## src/rtl/pulse2toggle_tx_pkg.sv

```systemverilog
// Shared definitions for the pulse-to-toggle transmitter: FSM encoding and
// the default pending-counter width.
package pulse2toggle_tx_pkg;

    localparam int CNT_W_DEFAULT = 4;

    localparam logic [0:0] ST_IDLE     = 1'b0;
    localparam logic [0:0] ST_WAIT_ACK = 1'b1;

endpackage

```

## src/rtl/pulse2toggle_tx_sync.sv

```systemverilog
// Two-flop single-bit synchronizer with synchronous reset, used to bring the
// far-side acknowledge toggle into the clk domain.
module pulse2toggle_tx_sync (
    input  logic clk,
    input  logic reset,
    input  logic d,
    output logic q
);

    logic s1_q, s1_d;
    logic s2_q, s2_d;

    always_comb begin
        s1_d = d;
        s2_d = s1_q;
    end

    always_ff @(posedge clk) begin
        if (reset) begin
            s1_q <= 1'b0;
            s2_q <= 1'b0;
        end else begin
            s1_q <= s1_d;
            s2_q <= s2_d;
        end
    end

    assign q = s2_q;

endmodule

```

## src/rtl/pulse2toggle_tx.sv

```systemverilog
// Converts single-cycle event pulses into toggles on out, one per event, with
// a saturating queue for events arriving while a toggle awaits acknowledge.
//
// state       | meaning
// ST_IDLE     | no toggle outstanding; next event toggles out immediately
// ST_WAIT_ACK | out toggled, waiting for synchronized ack to match out
module pulse2toggle_tx
    import pulse2toggle_tx_pkg::*;
#(
    parameter int CNT_W = CNT_W_DEFAULT
) (
    input  logic             clk,
    input  logic             reset,
    input  logic             in,
    input  logic             ack_in,
    input  logic             ovf_clr,
    output logic             out,
    output logic             busy,
    output logic [CNT_W-1:0] pending,
    output logic             overflow
);

    localparam logic [CNT_W-1:0] CNT_ONE = {{(CNT_W-1){1'b0}}, 1'b1};
    localparam logic [CNT_W-1:0] CNT_MAX = {CNT_W{1'b1}};

    logic [0:0]       state_q, state_d;
    logic             out_q, out_d;
    logic [CNT_W-1:0] pending_q, pending_d;
    logic             overflow_q, overflow_d;
    logic             ack_s;
    logic             ack_det;

    pulse2toggle_tx_sync u_ack_sync (
        .clk   (clk),
        .reset (reset),
        .d     (ack_in),
        .q     (ack_s)
    );

    assign ack_det = (state_q == ST_WAIT_ACK) && (ack_s == out_q);

    always_comb begin
        state_d    = state_q;
        out_d      = out_q;
        pending_d  = pending_q;
        overflow_d = overflow_q & ~ovf_clr;
        case (state_q)
            ST_IDLE: begin
                if (in) begin
                    out_d   = ~out_q;
                    state_d = ST_WAIT_ACK;
                end
            end
            default: begin
                if (ack_det) begin
                    // A new event at ack time is served directly, so the
                    // queue neither grows nor shrinks.
                    if (in) begin
                        out_d = ~out_q;
                    end else if (pending_q != '0) begin
                        out_d     = ~out_q;
                        pending_d = pending_q - CNT_ONE;
                    end else begin
                        state_d = ST_IDLE;
                    end
                end else if (in) begin
                    if (pending_q != CNT_MAX) begin
                        pending_d = pending_q + CNT_ONE;
                    end else begin
                        overflow_d = 1'b1;
                    end
                end
            end
        endcase
    end

    always_ff @(posedge clk) begin
        if (reset) begin
            state_q    <= ST_IDLE;
            out_q      <= 1'b0;
            pending_q  <= '0;
            overflow_q <= 1'b0;
        end else begin
            state_q    <= state_d;
            out_q      <= out_d;
            pending_q  <= pending_d;
            overflow_q <= overflow_d;
        end
    end

    assign out      = out_q;
    assign busy     = (state_q == ST_WAIT_ACK);
    assign pending  = pending_q;
    assign overflow = overflow_q;

endmodule

```

## config.mk

```make
export PLATFORM = sky130hd
export DESIGN_NAME = pulse2toggle_tx
export DESIGN_NICKNAME = d
export VERILOG_FILES = /design/src/rtl/pulse2toggle_tx_pkg.sv /design/src/rtl/pulse2toggle_tx_sync.sv /design/src/rtl/pulse2toggle_tx.sv
export SDC_FILE = /design/constraint.sdc
export NUM_CORES = 1
export LEC_CHECK = 0
export BUFFER_PORTS_ARGS = -buffer_cell sky130_fd_sc_hd__buf_4
export CORE_AREA = 2 2 39 41
export CTS_CLUSTER_SIZE = 16
export DETAILED_ROUTE_END_ITERATION = 8
export DIE_AREA = 0 0 41 43
export GPL_TIMING_DRIVEN = 0
export SLEW_MARGIN = 40
export SYNTH_ARGS = -nofsm -noshare
export SYNTH_HDL_FRONTEND = slang
export SYNTH_SLANG_ARGS = --single-unit
```

## constraint.sdc

```tcl
create_clock -name clk -period 6.2 [get_ports clk]
set_clock_uncertainty 0.05 [all_clocks]
set_input_delay 0.93 -clock clk [delete_from_list [all_inputs] [get_ports clk]]
set_output_delay 0.93 -clock clk [all_outputs]
set_load 0.01 [all_outputs]
```

==> tab_implementation.tex, run 1 <==
\begin{tabular}{lr}
\hline
Metric & Value \\
\hline
\multicolumn{2}{l}{\textbf{Status}} \\
Status & finished clean \\
\multicolumn{2}{l}{\textbf{Power}} \\
Leakage power & about 0.26 nW \\
Clk pwr share & 33.1\% \\
Fraction of power consumed by combinational cells & $\sim$20\% \\
Worst VDD drop & around 0.14 mV \\
Internal power contribution & between 90 and 100 uW \\
Switching component of the power & 40.1 uW \\
Portion of total power attributed to sequential cells & 46.8\% \\
Proportion of total power due to net switching & about 29\% \\
Power Dens Cells & 220 nW/um\^{}2 \\
\multicolumn{2}{l}{\textbf{Final layout}} \\
Share of cells above drive strength 1 & 29.0\% \\
Number of inserted diodes & 0 \\
Net count, final & 76 \\
Number of inserted filler cells in the final layout & 147 \\
Layout-stage area growth over the synthesis result & 25.6\% \\
\multicolumn{2}{l}{\textbf{Clocking}} \\
Number of hold buffers added after CTS & 0 \\
Clock latency on the worst-skew pair & 0.26 ns \\
CTS tree & yes \\
Post-CTS Setup Inserts & 0 \\
CTS max path bufs & 2 \\
Clock-pin slew of the registers on the worst-case setup and hold paths & 0.06 ns \\
PostCTS Resize Cnt & 0 \\
Maximum level of the CTS H-tree & 1 \\
Root buffer cell & clkbuf\_4 \\
TritonCTS Buffers & 3 \\
Total number of clock tree sinks & 9 \\
\multicolumn{2}{l}{\textbf{Die}} \\
FP Rows & 14 \\
Number of top-level pins & 12 \\
Starting density of the core & between 30\% and 40\% \\
Total die area & roughly 1800 um\^{}2 \\
Die W & between 40 and 50 um \\
Die Y-Extent & around 43 um \\
Core region area & 1380 um\^{}2 \\
\multicolumn{2}{l}{\textbf{Global route}} \\
Global-route layer with the greatest usage & met2 \\
Pin count of the biggest net entering global routing & 11 \\
Wire length of the first global-routing pass & between 1500 and 2000 um \\
Met2 track demand over resource in global routing & around 17\% \\
Grt met3 use & $\sim$4.7\% \\
Vias in the first global route & between 300 and 400 \\
Antenna violations before repair & 0 \\
Overall Global Routing Usage & between 10\% and 20\% \\
Global route overflow & 0 \\
Met1 routing resource usage after global routing & about 17\% \\
\multicolumn{2}{l}{\textbf{Yosys}} \\
Post-synth EDFFs & 0 \\
Most area-hungry cell type in the Yosys netlist & dfxtp\_1 \\
Synth Warn \# & 0 \\
Area of the mapped netlist & just over 500 um\^{}2 \\
Fraction of post-synthesis cell area in the top cell type by area & a little over a third \\
Mean post-synth cell area & 9.34 um\^{}2 \\
Asr flop ratio synth & 0\% \\
Synth cell types & 27 \\
Most frequently used cell type in the post-synthesis netlist & dfxtp\_1 \\
Flop and latch count out of synthesis & 9 \\
Most area-consuming cells after synthesis & dfxtp\_1 36\%, o41ai\_4 5.5\%, xnor2\_1 5.2\% \\
Share of the yosys chip area belonging to registers & between 30\% and 40\% \\
Main synth FF type & dfxtp\_1 \\
Cells after synthesis & 54 \\
Leading cell types by count after synthesis & 9 x dfxtp\_1, 4 x nor2b\_1, 4 x nor3\_1 \\
Synth Net Count & 60 \\
\multicolumn{2}{l}{\textbf{Timing}} \\
Tcrit/Tclk final & a little over a third \\
Remaining max-slew budget at the tightest pin & a little over two thirds \\
Total count of max-transition violations in the final report & 0 \\
Hold Fails Final Rpt & 0 \\
Endpoints failing setup & 0 \\
Highest Clock Rate & $\sim$0.45 GHz \\
Unrepaired setup endpoints after global routing & false \\
Final critical-path required period & 2.20 ns \\
Transition at the pin with the smallest max-transition slack & roughly 0.45 ns \\
Final worst setup slack & about 4.0 ns \\
Final setup TNS & 0 ns \\
\multicolumn{2}{l}{\textbf{Placed design}} \\
Weighted congestion at the end of routability-driven global placement & 0.752 \\
Placed wire-length estimate & between 700 and 800 um \\
Worst slack, placed & between 4 and 5 ns \\
Port bufs & 11 \\
\multicolumn{2}{l}{\textbf{Setup path}} \\
Kind of launch point of the worst setup path & flip-flop \\
Element type at the critical path end & flip-flop \\
Top fanout value on the critical path & 4 \\
CP Data Arrival Time & around 2.3 ns \\
Worst path required time & roughly 6.3 ns \\
Worst Path Class, Setup & reg2reg \\
\multicolumn{2}{l}{\textbf{Routing}} \\
Routed wire length per instance & between 10 and 15 um \\
Vias post-DR & $\sim$430 \\
Detailed-route vias per instance & 5.07 \\
Total wire length & 957 um \\
Drt initial violations & 4 \\
Residual DRC count & 0 \\
ANT nets after route & 0 \\
Drt pass-1 iters & 4 \\
\multicolumn{2}{l}{\textbf{Flow run}} \\
Max-cap check violation count & 0 \\
\multicolumn{2}{l}{\textbf{Worst hold path}} \\
Hold/Removal Path Class & reg2reg \\
\hline
\end{tabular}
-- path summary, 6_finish.rpt --
path,depth (start not counted),slack [ns],from,to
setup / recovery,7,4.00,out,pending[2]
hold / removal,1,0.40,u_ack_sync.s1_q,u_ack_sync.q
setup reg to reg,7,4.00,out,pending[2]
hold reg to reg,1,0.40,u_ack_sync.s1_q,u_ack_sync.q
-- cell usage in the layout, fill, tap and decap left out --
| cell type | n |
|---|---|
| a21boi_1 | 1 |
| a21oi_1 | 2 |
| a22oi_1 | 3 |
| a31oi_1 | 1 |
| and4_1 | 1 |
| buf_2 | 2 |
| buf_4 | 11 |
| clkbuf_1 | 2 |
| clkbuf_4 | 3 |
| dfxtp_1 | 9 |
| ha_1 | 1 |
| inv_1 | 2 |
| mux2_1 | 2 |
| nand2_1 | 2 |
| nand2b_1 | 1 |
| nand3_1 | 2 |
| nand4_1 | 1 |
| nand4_2 | 1 |
| nor2_1 | 3 |
| nor2b_1 | 4 |
| nor3_1 | 4 |
| o2111ai_1 | 1 |
| o21ai_0 | 2 |
| o41ai_4 | 1 |
| or3_1 | 1 |
| or3_4 | 1 |
| or4_1 | 1 |
| xnor2_1 | 3 |
| xor2_2 | 1 |
-- logic make-up (layout without fill, tap and decap cells) --
group                      Yosys count  in the layout  share of synthesized area [%]
AOI/OAI and AO/OA                   11             11                           18.4
xor gates and xnor gates             4              4                           8.44
adders and majority gates            1              1                           2.48
buffers and inverters                5             20                           4.22
DFF                                  9              9                           35.7
muxes                                2              2                           4.47
and+or+nand+nor                     22             22                           26.3
-- stage by stage --
stage | util, % | power [mW] | std cells | hold WS [ns] | instance area [um^2]
2_1_floorplan | - | 0.0852 | 54 | 0.364 | 504
3_3_place_gp | 43.9 | 0.0945 | 81 | 0.389 | 607
3_5_place_dp | 43.9 | 0.0947 | 81 | 0.395 | 607
4_1_cts | 45.8 | 0.142 | 85 | 0.409 | 633
5_1_grt | 45.8 | 0.148 | 85 | 0.411 | 633
6_report | 45.8 | 0.140 | 85 | 0.404 | 633
-- power groups by stage --
stage,combinational [mW],sequential (mW),clock (mW)
global route,0.0312,0.0659,0.0509
CTS,0.0282,0.0654,0.0487
floorplan,0.0177,0.0675,0
detailed placement,0.0281,0.0667,0
global placement,0.0279,0.0666,0
finish,0.0280,0.0653,0.0462
-- worst max-delay path, cell delays in order (launching register included) --
cell and delay (ns):
dfxtp_1 0.44, xnor2_1 0.19, nand2_1 0.10, xnor2_1 0.13, ha_1 0.18, or4_1 0.46, a22oi_1 0.20, mux2_1 0.34
-- final cells by class --
cell class,instances,area (um^2),area share (%)
sequential,9,180,28.5
tap,16,20.0,3.16
clock buffer,4,26.3,4.15
buffer,3,13.8,2.17
inverter,2,7.51,1.19
multi-input combinational,40,303,47.8
timing repair buffer,11,82.6,13.0
-- per-layer routing --
layer | vias up | part of all wire [%] | wire, um
li1 | 228 | - | -
met1 | 189 | 46 | 440
met2 | 10 | 45 | 426
met3 | 4 | 4.8 | 46
met4 | 0 | 4.6 | 44
met5 | - | 0 | 0
-- sequential cells by signal (all words and copies together), names as in the netlist --
register and cells:
pending 4, u_ack_sync.q 1, busy 1, u_ack_sync.s1_q 1, overflow 1, out 1
(Power assumes the default switching activity.)
==> inputs of run 2 (changes only) <==
==> constraint.sdc (replaced) <==
create_clock -name clk -period 2.02 [get_ports clk]
set_clock_uncertainty 0.05 [all_clocks]
set_input_delay 0.303 -clock clk [delete_from_list [all_inputs] [get_ports clk]]
set_output_delay 0.303 -clock clk [all_outputs]
set_load 0.01 [all_outputs]
==> tab_implementation.tex, run 2 (synthesis results as in run 1) <==
\begin{tabular}{lr}
\hline
Metric & Value \\
\hline
\multicolumn{2}{l}{\textbf{Power}} \\
Leakage power & roughly 0.28 nW \\
Power Dens Cells & approximately 660 nW/um\^{}2 \\
Clk pwr share & a little under a third \\
Power Total & around 460 uW \\
Switching component of the power & between 100 and 150 uW \\
Internal power contribution & $\sim$330 uW \\
Portion of total power attributed to sequential cells & a little over two fifths \\
Worst VDD drop & between 0.3 and 0.4 mV \\
Fraction of power consumed by combinational cells & 25.1\% \\
Proportion of total power due to net switching & $\sim$29\% \\
\multicolumn{2}{l}{\textbf{Routing}} \\
Vias post-DR & between 400 and 500 \\
Drt pass-1 iters & 2 \\
Total wire length & around 1000 um \\
Detailed-route vias per instance & approximately 5.0 \\
Routed wire length per instance & 11.5 um \\
ANT nets after route & 0 \\
Drt initial violations & 4 \\
Residual DRC count & 0 \\
\multicolumn{2}{l}{\textbf{Setup path}} \\
Critical path origin & out \\
Worst Path Class, Setup & reg2reg \\
CP Data Arrival Time & 2.14 ns \\
Worst path required time & roughly 2.1 ns \\
Element type at the critical path end & flip-flop \\
Worst flop-to-flop path endpoint & pending[2] \\
Kind of launch point of the worst setup path & flip-flop \\
Setup slack, reg-to-reg & -0.01 ns \\
End point of the critical path & pending[2] \\
Top fanout value on the critical path & 2 \\
Length in cells of the worst reg-to-reg path & 7 \\
Startpoint of the most critical register-to-register path & out \\
\multicolumn{2}{l}{\textbf{Timing}} \\
Remaining max-slew budget at the tightest pin & just under 70\% \\
Tcrit/Tclk final & 100\% \\
Final critical-path required period & about 2 ns \\
Unrepaired setup endpoints after global routing & true \\
Hold Fails Final Rpt & 0 \\
Final worst setup slack & -0.00959 ns \\
Total count of max-transition violations in the final report & 0 \\
Transition at the pin with the smallest max-transition slack & roughly 0.46 ns \\
Highest Clock Rate & about 0.5 GHz \\
Endpoints failing setup & 1 \\
\multicolumn{2}{l}{\textbf{Die}} \\
Die Y-Extent & about 43 um \\
Starting density of the core & between 30\% and 40\% \\
Die W & 41 um \\
FP Rows & 14 \\
Number of top-level pins & 12 \\
Total die area & around 1800 um\^{}2 \\
Core region area & $\sim$1400 um\^{}2 \\
\multicolumn{2}{l}{\textbf{Final layout}} \\
Net count, final & between 70 and 80 \\
Non-Filler Cell Area, Final & roughly 700 um\^{}2 \\
Commonest non-fill, non-tap cells in the layout & 15 x buf\_4, 7 x dfxtp\_1, 4 x nor3\_1, 4 x nor2b\_1 \\
Number of inserted diodes & 0 \\
Fin util & 50.5\% \\
Most common cell after layout, fill and taps aside & buf\_4 \\
Largest register FFs & 4 \\
Layout-stage area growth over the synthesis result & 38.7\% \\
Share of cells above drive strength 1 & 41.7\% \\
\multicolumn{2}{l}{\textbf{Global route}} \\
Wire length of the first global-routing pass & between 1500 and 2000 um \\
Pin count of the biggest net entering global routing & 11 \\
Vias in the first global route & 414 \\
Antenna violations before repair & 0 \\
Overall Global Routing Usage & between 10 and 15\% \\
Global route overflow & 0 \\
\multicolumn{2}{l}{\textbf{Clocking}} \\
Total number of clock tree sinks & 9 \\
Maximum level of the CTS H-tree & 1 \\
CTS tree & yes \\
Clock latency on the worst-skew pair & about 0.26 ns \\
Clock-pin slew of the registers on the worst-case setup and hold paths & $\sim$0.060 ns \\
Number of hold buffers added after CTS & 0 \\
TritonCTS Buffers & 3 \\
CTS max path bufs & 2 \\
Root buffer cell & clkbuf\_4 \\
\multicolumn{2}{l}{\textbf{Flow run}} \\
Max-cap check violation count & 0 \\
\multicolumn{2}{l}{\textbf{Status}} \\
Status & complete, but fails checks \\
Failing checks & negative setup slack \\
\multicolumn{2}{l}{\textbf{Worst hold path}} \\
Hold/Removal Path Class & in2reg \\
Hold Path Origin & ack\_in \\
\multicolumn{2}{l}{\textbf{Placed design}} \\
Worst slack, placed & -0.0813 ns \\
Placed instance area & around 600 um\^{}2 \\
Port bufs & 11 \\
Weighted congestion at the end of routability-driven global placement & around 0.73 \\
Placed wire-length estimate & $\sim$700 um \\
\hline
\end{tabular}
run 2: cell types whose count changed in the layout (fill, tap and decap cells not counted), sizes merged:
cell	before	now
buf	13	16
run 2: final cells by class:
cell class | count | area (um^2)
plain buffers | 3 | 16.3
clock buffers | 4 | 26.3
fillers | 133 | 684
inverters | 2 | 7.51
multi-input cells | 40 | 337
flip-flops and latches | 9 | 188
well taps | 16 | 20.0
repair buffers | 14 | 105
run 2: per-layer routing:
metal  part of all wire [%]  GRT usage, %
met5                      0             0
met4                    2.4          8.00
met3                    5.0          4.71
met2                     48          20.6
met1                     45          19.9
run 2: timing repair:
| action | CTS | global route |
|---|---|---|
| pin swaps | 4 | 4 |
| resized for setup | 5 | 4 |
| gates cloned | 0 | 0 |
| buffers inserted | 3 | 0 |
| setup endpoints to repair | 1 | 1 |
run 2: critical path, cell delays in order, from the launching register on:
cell	delay [ns]
dfxtp_4	0.36
xnor2_4	0.16
nand2_1	0.08
xnor2_1	0.13
ha_2	0.17
or4_4	0.51
a22oi_2	0.15
mux2_4	0.31
run 2: power by group through the flow:
| stage | logic [mW] | registers, mW | clock network, mW |
|---|---|---|---|
| floorplan | 0.0554 | 0.208 | 0 |
| global placement | 0.0868 | 0.205 | 0 |
| detailed placement | 0.0872 | 0.206 | 0 |
| CTS | 0.106 | 0.198 | 0.146 |
| global route | 0.127 | 0.202 | 0.161 |
| finish | 0.116 | 0.201 | 0.143 |
run 2: how the worst min path moves through the flow:
stage | to | cells after the start
global route | u_ack_sync.s1_q | 2
floorplan | u_ack_sync.q | 1
CTS | u_ack_sync.s1_q | 2
detailed placement | u_ack_sync.q | 1
finish | u_ack_sync.s1_q | 2
global placement | u_ack_sync.q | 1
run 2: per-stage QoR:
stage,cells,setup TNS [ns],hold WS [ns]
after floorplan,54,0,0.364
after global placement,81,-0.0796,0.386
after detailed placement,81,-0.0813,0.378
after CTS,88,-0.000865,0.196
after global routing,88,-0.0689,0.228
final,88,-0.00959,0.200
